$ cat config.mk
export PLATFORM = sky130hd
export DESIGN_NAME = fp_mul_arbiter
export DESIGN_NICKNAME = d
export VERILOG_FILES = /design/src/rtl/fp_mul_arbiter.sv
export SDC_FILE = /design/constraint.sdc
export NUM_CORES = 1
export LEC_CHECK = 0
export ABC_CLOCK_PERIOD_IN_PS = 6500
export CORE_AREA = 2 2 153 155
export CTS_CLUSTER_SIZE = 12
export DETAILED_ROUTE_END_ITERATION = 8
export DIE_AREA = 0 0 155 157
export GPL_TIMING_DRIVEN = 0
export PLACE_DENSITY_LB_ADDON = 0.08
export SLEW_MARGIN = 20
export SYNTH_ARGS = -nofsm -noshare
export SYNTH_HDL_FRONTEND = slang
export SYNTH_SLANG_ARGS = --single-unit
export TNS_END_PERCENT = 100
$ cat constraint.sdc
create_clock -name clk -period 6.5 [get_ports clk]
set_clock_uncertainty 0.1 [all_clocks]
set_input_delay 1.3 -clock clk [delete_from_list [all_inputs] [get_ports clk]]
set_output_delay 1.3 -clock clk [all_outputs]
set_load 0.05 [all_outputs]
$ cat src/rtl/fp_mul_arbiter.sv
// Round-robin share of one pipelined fp_mul among N requesters; gnt is combinational, rsp_valid follows its grant by exactly LAT cycles.
// No backpressure: a product is lost if the requester does not take it in its rsp_valid cycle. FP_MUL_ARB_FIXED_PRIO_EN selects fixed lowest-index priority.
module fp_mul_arbiter #(
  parameter  int N    = 4,
  parameter  int LAT  = 5,
  localparam int IDXW = (N > 1) ? $clog2(N) : 1
) (
  input  logic          clk,
  input  logic          sreset,
  input  logic [N-1:0]  req,
  input  logic [31:0]   a_in [N],
  input  logic [31:0]   b_in [N],
  output logic [N-1:0]  gnt,
  output logic [N-1:0]  rsp_valid,
  output logic [31:0]   rsp_data,
  output logic [31:0]   fpu_a,
  output logic [31:0]   fpu_b,
  output logic          fpu_areset,
  input  logic [31:0]   fpu_q,
  output logic          busy
);

  typedef struct packed {
    logic            vld;
    logic [IDXW-1:0] idx;
  } tag_t;

  tag_t            tag_q [LAT];
  tag_t            tag_d [LAT];
  logic            gnt_vld;
  logic [IDXW-1:0] gnt_idx;
  logic [IDXW-1:0] cand;

`ifndef FP_MUL_ARB_FIXED_PRIO_EN
  logic [IDXW-1:0] ptr_q;
  logic [IDXW-1:0] ptr_d;
`endif

  // Scan from the pointer upward, wrapping at N-1; first asserted request wins.
  always_comb begin
    gnt     = '0;
    gnt_vld = 1'b0;
    gnt_idx = '0;
    cand    = '0;
    fpu_a   = 32'h0;
    fpu_b   = 32'h0;
    if (!sreset) begin
      for (int k = 0; k < N; k++) begin
`ifdef FP_MUL_ARB_FIXED_PRIO_EN
        cand = IDXW'(k);
`else
        cand = IDXW'((int'(ptr_q) + k) % N);
`endif
        if (!gnt_vld && req[cand]) begin
          gnt_vld = 1'b1;
          gnt_idx = cand;
        end
      end
    end
    if (gnt_vld) begin
      gnt[gnt_idx] = 1'b1;
      fpu_a        = a_in[gnt_idx];
      fpu_b        = b_in[gnt_idx];
    end
  end

`ifndef FP_MUL_ARB_FIXED_PRIO_EN
  always_comb begin
    ptr_d = ptr_q;
    if (gnt_vld) begin
      ptr_d = IDXW'((int'(gnt_idx) + 1) % N);
    end
  end

  always_ff @(posedge clk) begin
    if (sreset) begin
      ptr_q <= '0;
    end else begin
      ptr_q <= ptr_d;
    end
  end
`endif

  // Tag shadow of the fp_mul pipeline: the last stage names the owner of fpu_q.
  always_comb begin
    tag_d[0] = tag_t'{vld: gnt_vld, idx: gnt_idx};
    for (int s = 1; s < LAT; s++) begin
      tag_d[s] = tag_q[s-1];
    end
  end

  always_ff @(posedge clk) begin
    if (sreset) begin
      for (int s = 0; s < LAT; s++) begin
        tag_q[s] <= '0;
      end
    end else begin
      for (int s = 0; s < LAT; s++) begin
        tag_q[s] <= tag_d[s];
      end
    end
  end

  always_comb begin
    busy = 1'b0;
    for (int s = 0; s < LAT; s++) begin
      busy = busy | tag_q[s].vld;
    end
    for (int i = 0; i < N; i++) begin
      rsp_valid[i] = tag_q[LAT-1].vld && (tag_q[LAT-1].idx == IDXW'(i));
    end
  end

  assign rsp_data   = fpu_q;
  assign fpu_areset = sreset;

endmodule

==> impl_metrics.toml <==
[min_path]
min-delay-start = "tag_q[0][4]"
hp-class = "flip-flop to flip-flop"

[critical_path]
timing.rr.start = "ptr_q[1]"
startpoint_type = "input port"
required_ns = 5.10
cp-end-kind = "output port"
cp_max_fo = 10
crit_type = "input port to output port"
arrival_ns = 4.27
startpoint = "req[1]"

[job]
cap_violations = 0

[yosys]
netlist_instances = 330
yosysUniqueCellTypes = 28
yosysSeqAreaShare_pct = 12.1
syn_nets = 628
synthesis.area_mm2 = 0.00281
synth.avg_cell_area_um2 = 8.52
ys_ff_latch = 17
synth_compound_area_share_pct = 16.4
synth_top_family_by_area = "multiplexers"
synth_mux_area_share_pct = 45.9
synth_fa_ha_area_share_pct = 1.78
synthSimpleGateAreaFrac_pct = 7.65
yosysWarnings = 0
yosys.area_share.xor_xnor_pct = 0

[global_routing]
grt_pass1_wl_um = 27200
grt_pass1_vias = 4126
overflow = 0
gr-usage-all-layers_pct = 14.9
antenna_found_initial = 3
grt_max_degree = 12

[routing]
vias = 3933
drc_errors = 0
vias_per_cell = 3.99
drt_wl_total_um = 19700
avgRoutedWirePerCell_um = 20.0
drtPass1Iterations = 4
drt_iter0_drc = 148
ant_nets = 0

[power_and_ir_drop]
peakVddDrop_v = 0.0000749
p_switching_mw = 0.480
combPwrFrac_pct = 77.7
sw_frac_of_total_pct = 46.0
leakage_nw = 2.77
p_per_area_mw_per_mm2 = 151
intPower_mw = 0.563
pwr-share-seq_pct = 10.8
power_frac_clock_pct = 11.5

[place]
numPlacedInstances = 982
hpwlAfterDp_um = 17400
gp_congestion = 0.858
portBuffers = 367

[clock_network]
cts_buffers = 3
postCtsSetupRepairBufs = 0
clock_path_buffers = 2
root_buffer = "clkbuf_16"
clock_latency_ns = 0.24
ctsHoldBuffers = 0
h-tree-depth = 1
clk_pin_slew_ns = 0.05
cts_resized = 0
cts_tree = "done"
cts_num_sinks = 17

[floorplanning]
core_mm2 = 0.0225
io_pins = 400
start_util_pct = 12.5
core.rowCount = 55
die_width_um = 155
die_area_mm2 = 0.0243
die_h_um = 157

[timing]
setup_viol = 0
tightest_slew_ns = 0.637
tns_ns = 0
fmax_mhz = 176
slew_headroom_pct = 57.5
post-route-period-util_pct = 87.3
fin_crit_ns = 5.67
rsz0062_at_grt = "false"
drv_slew = 0
hold_viol = 0

[final_layout]
drive_gt1_share_pct = 8.99
antenna_cells = 0
fillerInstances = 2339
area_growth_pct = 146
final_common_cell = "clkdlybuf4s50_1"
final_cell_mix = "367 x clkdlybuf4s50_1, 129 x mux2i_1, 64 x o22ai_1"
nets = 1000
layout.cells.non_filler = 986

[run_status]
status = "complete, no violations"
==> synthesized netlist by cell type <==
| master | number | area (um2) |
|---|---|---|
| nand3b_1 | 1 | 7.51 |
| inv_1 | 6 | 22.5 |
| a22o_1 | 1 | 8.76 |
| a21o_1 | 1 | 7.51 |
| dfxtp_1 | 17 | 340 |
| nor3b_1 | 1 | 7.51 |
| and3_1 | 1 | 6.26 |
| and2_1 | 5 | 31.3 |
| nand2_1 | 4 | 15.0 |
| clkbuf_1 | 5 | 18.8 |
| ha_1 | 4 | 50.1 |
| nor3_2 | 1 | 10.0 |
| nor2b_1 | 12 | 75.1 |
| o21ai_1 | 2 | 10.0 |
| buf_4 | 39 | 293 |
| buf_6 | 5 | 56.3 |
| nor3_1 | 1 | 5.00 |
| a21oi_1 | 4 | 20.0 |
| o22ai_1 | 64 | 400 |
| nand4_1 | 1 | 6.26 |
| a211o_1 | 1 | 8.76 |
| nand2b_1 | 2 | 12.5 |
| or2_2 | 1 | 6.26 |
| mux2i_1 | 129 | 1290 |
| or2_1 | 1 | 6.26 |
| buf_2 | 13 | 65.1 |
| nor2_1 | 7 | 26.3 |
| o21ai_0 | 1 | 5.00 |
==> worst paths after layout <==
kind / endpoint / slack, ns / depth (start not counted)
worst max-delay path: fpu_a[14] / 0.83 / 8
worst max register to register: ptr_q[1] / 4.15 / 10
worst min-delay path: tag_q[0][7] / 0.33 / 1
worst min register to register: tag_q[0][7] / 0.33 / 1
==> layout make-up <==
cell class	instances	area [um2]	area share [%]
tap	285	357	5.15
buffer	62	433	6.25
sequential	17	340	4.92
clock inverter	1	5.00	0.0723
timing repair buffer	367	3670	53.1
inverter	6	22.5	0.325
multi-input combinational	245	2020	29.1
clock buffer	3	75.1	1.08
==> cells by family after synthesis <==
family,after synthesis
AOI/OAI and AO/OA,74
adders and majority gates,4
buffers and inverters,68
DFF,17
muxes,129
and+or+nand+nor,38
==> per-layer routing <==
layer / wire (um) / vias up / GRT usage [%]
met3: 1360 / 12 / 4.13
met5: 38 / - / 0
met1: 7300 / 1818 / 16.5
li1: - / 1946 / -
met2: 10800 / 151 / 29.1
met4: 165 / 6 / 1.50
==> registers in the layout (all words and copies together) (netlist names) <==
register,cells
tag_q,15
ptr_q,2
==> power groups by stage <==
stage          clock, mW  sequential (mW)  combinational, mW
6_report           0.120            0.112              0.811
5_1_grt            0.128            0.113              0.852
4_1_cts            0.124            0.112              0.822
3_5_place_dp           0            0.114              0.819
3_3_place_gp           0            0.114              0.816
2_1_floorplan          0            0.114              0.463
==> critical path, cell delays in order <==
cell	delay, ns
clkdlybuf4s50_1	0.53
or2_2	0.17
nor3_2	0.06
nor2_1	0.31
nand2_1	0.37
buf_2	0.33
o22ai_1	0.31
clkdlybuf4s50_1	0.89
==> stage by stage <==
step                area, um2  power (mW)  setup slack [ns]  utilization, %  hold WS (ns)
floorplan                2810       0.577              2.03               -         0.314
global placement         6840       0.931             0.813            30.4         0.316
detailed placement       6840       0.934             0.804            30.4         0.325
CTS                      6920        1.06             0.787            30.8         0.337
global route             6920        1.09             0.619            30.8         0.349
finish                   6920        1.04             0.829            30.8         0.332
Power figures use the tool's default switching activity.
